--- src/rtl/sm_mult_arbiter_if.sv ---
// sm_mult_arbiter_if: bundles the two requester channels and the shared
// multiplier's start/done/operand/product signals.
//   req0/a0/b0, req1/a1/b1 : requester channels, held until the matching ack
//   ack0/ack1, prod, err   : result return, one-cycle ack per completed request
//   busy, gnt              : arbiter status
//   m_start/m_md/m_mr      : arbiter -> multiplier
//   m_done/m_prod          : multiplier -> arbiter
// Modport slave is the arbiter's view; master is the clients'/multiplier's view.
interface sm_mult_arbiter_if #(
   parameter int unsigned WIDTH = 4
);
   logic                 req0;
   logic [WIDTH-1:0]     a0;
   logic [WIDTH-1:0]     b0;
   logic                 req1;
   logic [WIDTH-1:0]     a1;
   logic [WIDTH-1:0]     b1;
   logic                 ack0;
   logic                 ack1;
   logic [2*WIDTH-1:0]   prod;
   logic                 err;
   logic                 busy;
   logic                 gnt;
   logic                 m_start;
   logic [WIDTH-1:0]     m_md;
   logic [WIDTH-1:0]     m_mr;
   logic                 m_done;
   logic [2*WIDTH-1:0]   m_prod;

   modport slave (
      input  req0, a0, b0, req1, a1, b1, m_done, m_prod,
      output ack0, ack1, prod, err, busy, gnt, m_start, m_md, m_mr
   );

   modport master (
      output req0, a0, b0, req1, a1, b1, m_done, m_prod,
      input  ack0, ack1, prod, err, busy, gnt, m_start, m_md, m_mr
   );
endinterface

--- src/rtl/sm_mult_arbiter.sv ---
// sm_mult_arbiter: shares one sequential multiplier between two requesters.
// Round-robin grant, operand capture, one-cycle start pulse, done wait with a
// watchdog, and a one-cycle ack to the granted requester.
// Ports:
//   clk : clock, all state changes on posedge
//   rst : asynchronous active-high reset
//   bus : sm_mult_arbiter_if.slave (requesters, results, status, multiplier link)
module sm_mult_arbiter #(
   parameter int unsigned WIDTH   = 4,
   parameter int unsigned TIMEOUT = 31
) (
   input logic             clk,
   input logic             rst,
   sm_mult_arbiter_if.slave bus
);
   localparam int unsigned CntW = $clog2(TIMEOUT + 1);
   localparam logic [CntW-1:0] CntMax = CntW'(TIMEOUT);

   typedef enum logic [1:0] {StIdle, StLaunch, StWait, StResp} state_e;

   state_e             state_q;
   logic               last_q;
   logic               gnt_q;
   logic               ack0_q;
   logic               ack1_q;
   logic               start_q;
   logic               busy_q;
   logic               err_q;
   logic [WIDTH-1:0]   md_q;
   logic [WIDTH-1:0]   mr_q;
   logic [2*WIDTH-1:0] prod_q;
   logic [CntW-1:0]    cnt_q;
   logic               win;

   // Tie goes to the requester that was not served last.
   assign win = (bus.req0 && bus.req1) ? ~last_q : bus.req1;

   // Outputs are registered alongside the state so they line up with it:
   // start only in LAUNCH, busy outside IDLE, ack only in RESP.
   always_ff @(posedge clk or posedge rst) begin
      if (rst) begin
         state_q <= StIdle;
         last_q  <= 1'b1;
         gnt_q   <= 1'b0;
         ack0_q  <= 1'b0;
         ack1_q  <= 1'b0;
         start_q <= 1'b0;
         busy_q  <= 1'b0;
         err_q   <= 1'b0;
         md_q    <= '0;
         mr_q    <= '0;
         prod_q  <= '0;
         cnt_q   <= '0;
      end else begin
         ack0_q  <= 1'b0;
         ack1_q  <= 1'b0;
         start_q <= 1'b0;
         unique case (state_q)
            StIdle: begin
               if (bus.req0 || bus.req1) begin
                  state_q <= StLaunch;
                  gnt_q   <= win;
                  md_q    <= win ? bus.a1 : bus.a0;
                  mr_q    <= win ? bus.b1 : bus.b0;
                  cnt_q   <= '0;
                  start_q <= 1'b1;
                  busy_q  <= 1'b1;
               end
            end
            // m_done is deliberately ignored here: it may still be high from
            // the previous operation until the multiplier sees the new start.
            StLaunch: begin
               state_q <= StWait;
            end
            StWait: begin
               if (bus.m_done) begin
                  prod_q  <= bus.m_prod;
                  err_q   <= 1'b0;
                  state_q <= StResp;
                  ack0_q  <= ~gnt_q;
                  ack1_q  <= gnt_q;
               end else if (cnt_q == CntMax) begin
                  prod_q  <= '0;
                  err_q   <= 1'b1;
                  state_q <= StResp;
                  ack0_q  <= ~gnt_q;
                  ack1_q  <= gnt_q;
               end else begin
                  cnt_q <= cnt_q + 1'b1;
               end
            end
            StResp: begin
               state_q <= StIdle;
               last_q  <= gnt_q;
               busy_q  <= 1'b0;
            end
            default: begin
               state_q <= StIdle;
            end
         endcase
      end
   end

   assign bus.ack0    = ack0_q;
   assign bus.ack1    = ack1_q;
   assign bus.prod    = prod_q;
   assign bus.err     = err_q;
   assign bus.busy    = busy_q;
   assign bus.gnt     = gnt_q;
   assign bus.m_start = start_q;
   assign bus.m_md    = md_q;
   assign bus.m_mr    = mr_q;
endmodule

--- src/flat_wrapper.sv ---
// flat-port wrapper written by rule: the top's interface ports become plain ports
module sm_mult_arbiter_flat 
#(
   parameter int unsigned WIDTH   = 4,
   parameter int unsigned TIMEOUT = 31
)
  (clk, rst, bus_req0, bus_a0, bus_b0, bus_req1, bus_a1, bus_b1, bus_m_done, bus_m_prod, bus_ack0, bus_ack1, bus_prod, bus_err, bus_busy, bus_gnt, bus_m_start, bus_m_md, bus_m_mr);
  sm_mult_arbiter_if #(.WIDTH(WIDTH)) bus_i ();
  input logic clk;
  input logic rst;
  input wire logic [$bits(bus_i.req0)-1:0] bus_req0;
  input wire logic [$bits(bus_i.a0)-1:0] bus_a0;
  input wire logic [$bits(bus_i.b0)-1:0] bus_b0;
  input wire logic [$bits(bus_i.req1)-1:0] bus_req1;
  input wire logic [$bits(bus_i.a1)-1:0] bus_a1;
  input wire logic [$bits(bus_i.b1)-1:0] bus_b1;
  input wire logic [$bits(bus_i.m_done)-1:0] bus_m_done;
  input wire logic [$bits(bus_i.m_prod)-1:0] bus_m_prod;
  output wire logic [$bits(bus_i.ack0)-1:0] bus_ack0;
  output wire logic [$bits(bus_i.ack1)-1:0] bus_ack1;
  output wire logic [$bits(bus_i.prod)-1:0] bus_prod;
  output wire logic [$bits(bus_i.err)-1:0] bus_err;
  output wire logic [$bits(bus_i.busy)-1:0] bus_busy;
  output wire logic [$bits(bus_i.gnt)-1:0] bus_gnt;
  output wire logic [$bits(bus_i.m_start)-1:0] bus_m_start;
  output wire logic [$bits(bus_i.m_md)-1:0] bus_m_md;
  output wire logic [$bits(bus_i.m_mr)-1:0] bus_m_mr;
  assign bus_i.req0 = bus_req0;
  assign bus_i.a0 = bus_a0;
  assign bus_i.b0 = bus_b0;
  assign bus_i.req1 = bus_req1;
  assign bus_i.a1 = bus_a1;
  assign bus_i.b1 = bus_b1;
  assign bus_i.m_done = bus_m_done;
  assign bus_i.m_prod = bus_m_prod;
  assign bus_ack0 = bus_i.ack0;
  assign bus_ack1 = bus_i.ack1;
  assign bus_prod = bus_i.prod;
  assign bus_err = bus_i.err;
  assign bus_busy = bus_i.busy;
  assign bus_gnt = bus_i.gnt;
  assign bus_m_start = bus_i.m_start;
  assign bus_m_md = bus_i.m_md;
  assign bus_m_mr = bus_i.m_mr;
  sm_mult_arbiter #(.WIDTH(WIDTH), .TIMEOUT(TIMEOUT)) u_core (.clk(clk), .rst(rst), .bus(bus_i));
endmodule
--- config.mk ---
export PLATFORM = sky130hd
export DESIGN_NAME = sm_mult_arbiter_flat
export DESIGN_NICKNAME = d
export VERILOG_FILES = /design/src/rtl/sm_mult_arbiter_if.sv /design/src/rtl/sm_mult_arbiter.sv /design/src/flat_wrapper.sv
export SDC_FILE = /design/constraint.sdc
export NUM_CORES = 1
export LEC_CHECK = 0
export ABC_AREA = 1
export BUFFER_PORTS_ARGS = -buffer_cell sky130_fd_sc_hd__buf_2
export CELL_PAD_IN_SITES_DETAIL_PLACEMENT = 1
export CELL_PAD_IN_SITES_GLOBAL_PLACEMENT = 2
export CORE_MARGIN = 5
export CORE_UTILIZATION = 31
export CTS_BUF_LIST = sky130_fd_sc_hd__clkbuf_4
export CTS_CLUSTER_DIAMETER = 50
export DETAILED_ROUTE_END_ITERATION = 8
export GPL_ROUTABILITY_DRIVEN = 0
export PLACE_DENSITY = 0.95
export SKIP_CTS_REPAIR_TIMING = 1
export SLEW_MARGIN = 20
export SYNTH_ARGS = -nofsm -noshare
export SYNTH_HDL_FRONTEND = slang
export SYNTH_SLANG_ARGS = --single-unit
--- constraint.sdc ---
create_clock -name clk -period 3.8 [get_ports clk]
set_input_delay 0.57 -clock clk [delete_from_list [all_inputs] [get_ports clk]]
set_output_delay 0.57 -clock clk [all_outputs]
set_load 0.02 [all_outputs]
# Word level (Yosys, flattened, before mapping)
# Index checks and enable logic that the tools add are counted.
[totals]
elab_cells = 59
inputBits = 29
register_bits = 30
[op_classes]
n_addsub = 1
reduce_logical = 11
muxes = 25
bitwise = 2
eq_ne = 8
[ops]
columns = ["cell", "n"]
rows = [
  ["$mux 8", 2],
  ["$mux 5", 3],
  ["$mux 1", 12],
  ["$pmux 5 s2", 1],
  ["$mux 4", 2],
  ["$pmux 2 s4", 1],
  ["$reduce_and 2->1", 4],
  ["$mux 2", 3],
  ["$reduce_bool 2->1", 3],
  ["$add 5x1->5 const B", 1],
  ["$eq 5x5->1 const B", 1],
  ["$eq 2x2->1 const B", 2],
  ["$ne 2x2->1 const B", 2],
  ["$reduce_and 4->1", 1],
  ["$ne 3x2->1 const B", 1],
  ["$eq 2x1->1 const B", 1],
  ["$logic_not 2->1", 1],
  ["$ne 2x1->1 const B", 1],
  ["$not 1->1", 2],
  ["$pmux 1 s2", 1],
  ["$logic_and 1x1->1", 1],
  ["$logic_or 1x1->1", 1],
]

# Logic depth before layout (Yosys ltp)
[logic_depth]
ltp_word = 4
ltp_mapped = 8

# Worst setup path after synthesis
# OpenSTA, ideal clock, no wires.
[synth_timing]
kind = "register -> register"
from = "reg u_core.cnt_q[0]"
to = "reg u_core.ack0_q (netlist: u_core.bus.ack0)"
stages_incl_launch_ff = 8
arrival_time_ns = 1.354
setup_ns = 0.129
n_path_buf = 1
path_slack_ns = 2.317
required_ns = 3.671
path_cell_list = "dfrtp_1 ha_1 nand2_1 nor2_1 ha_1 o21ai_4 buf_2 nor2_1"
[synth_between]
elab_chain_cells = 4
[synth_rtl]
columns = ["item", "line", "source"]
rows = [
  ["start, declared", "sm_mult_arbiter.sv:32", "logic [CntW-1:0] cnt_q;"],
  ["start signal, assigned", "sm_mult_arbiter.sv:89", "cnt_q <= cnt_q + 1'b1;"],
  ["$eq 5x5->1", "sm_mult_arbiter.sv:82", "end else if (cnt_q == CntMax) begin"],
  ["$mux 1", "sm_mult_arbiter.sv:82", ""],
  ["$mux 1", "sm_mult_arbiter.sv:76", "if (bus.m_done) begin"],
  ["$mux 1", "sm_mult_arbiter.sv:58", "unique case (state_q)"],
  ["end signal, assigned", "sm_mult_arbiter.sv:80", "ack0_q <= ~gnt_q;"],
  ["end signal, assigned", "sm_mult_arbiter.sv:86", "ack0_q <= ~gnt_q;"],
  ["end, declared", "sm_mult_arbiter.sv:24", "logic ack0_q;"],
]
# Every way passes these cells.
# A chain may end at the register's enable or synchronous reset.

# Final worst setup path
[layout_timing]
from = "reg u_core.cnt_q[0]"
to = "reg u_core.cnt_q[0]"
[layout_between]
elab_chain_cells = 4
word_cells_on_any_way = 7
cone_classes = "1 x add/sub; 2 x eq/ne; 3 x mux; 1 x reduce/logical"
[layout_rtl]
columns = ["item", "line"]
rows = [
  ["$add 5x1->5", "sm_mult_arbiter.sv:89"],
  ["$mux 5", "sm_mult_arbiter.sv:82"],
  ["$mux 5", "sm_mult_arbiter.sv:76"],
  ["$pmux 5 s2", "sm_mult_arbiter.sv:58"],
]
# Several ways; a longest one is shown, not always the timed one. The select of a mux whose other input is x is not followed.

==> impl_metrics.ini <==
[cts]
clockRootBuffer = clkbuf_4
cts_num_sinks = 30
cts_tree = yes
clkTransAtPathRegs_ns = 0.11
cts_max_level = 2
cts_made_buffers = 5
ctsLongestPathBuffers = 2
clk-insertion-delay-late_ns = 0.33

[timing]
fin_crit_sh_pct = 49.80
rsz0062_at_grt = no
tightest_slew_ns = 0.9069
hold_slack_ns = 0.3052
slew_headroom_pct = 39.17
finalSetupViolCount = 0
skew_ns = 0.01566
fmax_ghz = 0.5284
finalHoldViolations = 0
fin_tns_setup_ns = 0
fin_crit_ns = 1.892
drv_slew = 0

[floorplanning]
dieArea_um2 = 6109
die_w_um = 78.16
initial_core_util_pct = 32.40
num_rows = 24
ios = 51
coreArea_um2 = 4444
die_h_um = 78.16

[final_layout]
final-seq-area_um2 = 752.0
finalNonFillerCells = 270
drive_gt1_share_pct = 33.94
multi_input_area_um2 = 569.3
nNetsFinal = 252
antennaDiodeCount = 0
area_delta_synth_final_pct = 25.28
fillCellCount = 576

[power_and_ir_drop]
leakage_nw = 1.017
peakVddDrop_v = 0.0002268
clkPwrFrac_pct = 17.4
power.switching_uw = 633.9
p_comb_share_pct = 45.6
sw_frac_of_total_pct = 43.96
p_per_area_nw_per_um2 = 799.2
p_int_uw = 808.1
power.total_mw = 1.442
seq_power_share_pct = 37.0

[setup_path]
startpoint_type = flop
worst_setup_path_end_kind = flop
cp.required_ns = 4.02
path_cells = ha_1 > nand2_1 > nor2_1 > ha_1 > o21ai_4 > nand3_4 > nand2_1 > o21ai_1
r2r-start = u_core.cnt_q[0]
slowest_stage = dfrtp_1
cp_max_fo = 13
max_stage_delay_ns = 0.44
arrival_ns = 2.12
startpoint = u_core.cnt_q[0]
r2r_slack_ns = 1.91
crit_type = reg -> reg

[yosys]
synth_top_area_cell = dfrtp_1
ys_warn_count = 0
synth_cell_type_count = 23
yosysTopAreaCellShare_pct = 50.39
synth.avg_cell_area_um2 = 8.781
postSynthCellCount = 164
synth_nets = 199
netlist_area_um2 = 1440
ys_seq_area_share_pct = 52.22
synthTopCellsByArea = dfrtp_1 50%, nand2_1 15%, ha_1 5.2%
ys_ff_latch = 30

[placement]
io_buffers = 50
hpwl_um = 2884
dp.cells = 262

[status]
status = finished, final reports clean

[routing]
drc = 0
drt-initial-drc-count = 35
drt-total-wl_um = 3733
num_vias = 1260
wl_per_cell_um = 13.83
dr.pass1.iters = 4
postRouteAntennaNets = 0
viasPerCell = 4.667

[worst_hold_path]
min_path_type = in -> async

[flow_run]
max_cap_violations = 0

[grt]
grt_pass1_vias = 1340
grt_usage_pct = 13.09
grt_pass1_wl_um = 6292
antenna_found_initial = 0
grt_max_degree = 26
grt_overflow = 0
## flip-flops by register name (all words and copies together) (netlist names)
name and flops:
u_core.last_q 1, u_core.bus.busy 1, u_core.bus.ack1 1, u_core.bus.err 1, u_core.bus.m_md 4, u_core.bus.ack0 1
u_core.bus.gnt 1, u_core.bus.m_start 1, u_core.bus.prod 8, u_core.bus.m_mr 4, u_core.state_q 2, u_core.cnt_q 5
## through the flow
stage	instance area, um^2	utilization [%]	setup slack [ns]
floorplan	1440	-	2.317
global placement	1727	38.85	2.031
detailed placement	1727	38.85	1.934
CTS	1804	40.60	1.915
global route	1804	40.60	1.740
finish	1804	40.60	1.908
## layout by cell type (no fill, tap or decap)
master      n
o21a_1      1
inv_1      16
nand3_4     1
a21oi_1     1
nand3_1    11
clkinv_1    1
nor2_1      5
buf_2      50
or2_2       1
bufinv_16   1
nand2_1    56
buf_4       1
clkinv_2    2
ha_1        6
dfstp_2     1
nand4_1     1
a21oi_2     1
clkbuf_4    5
o21ai_2     1
o211ai_1    8
nand2_2     3
o21ai_4     1
nand3_2     1
inv_2       5
o21ai_1     9
dfrtp_1    29
## cell usage after synthesis
| master | count |
|---|---|
| inv_1 | 17 |
| a21oi_1 | 1 |
| dfrtp_1 | 29 |
| nor2_1 | 5 |
| o21ai_1 | 9 |
| nand4_1 | 1 |
| buf_2 | 2 |
| o21a_1 | 1 |
| nand3_1 | 11 |
| dfstp_2 | 1 |
| o21ai_2 | 1 |
| o21ai_4 | 1 |
| buf_4 | 2 |
| nand2_1 | 56 |
| o211ai_1 | 8 |
| buf_6 | 1 |
| or2_2 | 1 |
| nand3_4 | 1 |
| ha_1 | 6 |
| nand3_2 | 1 |
| nand2_2 | 3 |
| inv_2 | 5 |
| a21oi_2 | 1 |
## per-layer routing
layer	track usage, %	share of wire (%)	vias up
met4	5.944	2.2	0
li1	-	-	623
met5	0	0	-
met1	13.93	40	597
met3	4.005	5.5	8
met2	23.72	52	32
## worst max-delay path: cells and delay by family (launching register included)
family | cells | cell delay, ns
AOI/OAI and AO/OA | 2 | 0.43
DFF | 1 | 0.44
adders and majority gates | 2 | 0.45
and+or+nand+nor | 4 | 0.46
## cells by family (layout without fill, tap and decap cells)
kind of cell	count (synthesis)	count (layout)	synth area share [%]
AND/OR/NAND/NOR	79	79	23.81
flip-flops	30	30	52.22
buffers and inverters	27	81	8.253
AO/OA/AOI/OAI	22	22	10.51
adder cells (fa/ha/maj)	6	6	5.213
## power groups by stage
stage	registers (mW)	logic [mW]	clock network, mW
4_1_cts	0.536	0.672	0.258
2_1_floorplan	0.665	0.331	0
3_5_place_dp	0.542	0.670	0
3_3_place_gp	0.536	0.643	0
6_report	0.534	0.657	0.251
5_1_grt	0.555	0.735	0.277
## path summary, 6_finish.rpt
kind / endpoint / cells past startpoint
setup / recovery: u_core.cnt_q[0] / 8
hold / removal: u_core.bus.prod[5] / 2
setup reg to reg: u_core.cnt_q[0] / 8
hold reg to reg: u_core.bus.prod[5] / 2
max in group asynchronous: u_core.bus.prod[2] / 3
min in group clk: u_core.bus.prod[4] / 3
## layout make-up
class | instances | share of cell area, %
Inverter | 22 | 4.577
Tap cell | 52 | 3.606
Multi-Input combinational cell | 107 | 31.55
Clock inverter | 3 | 2.219
Clock buffer | 5 | 2.080
Timing Repair Buffer | 51 | 14.29
Sequential cell | 30 | 41.68
Power figures use the tool's default switching activity.
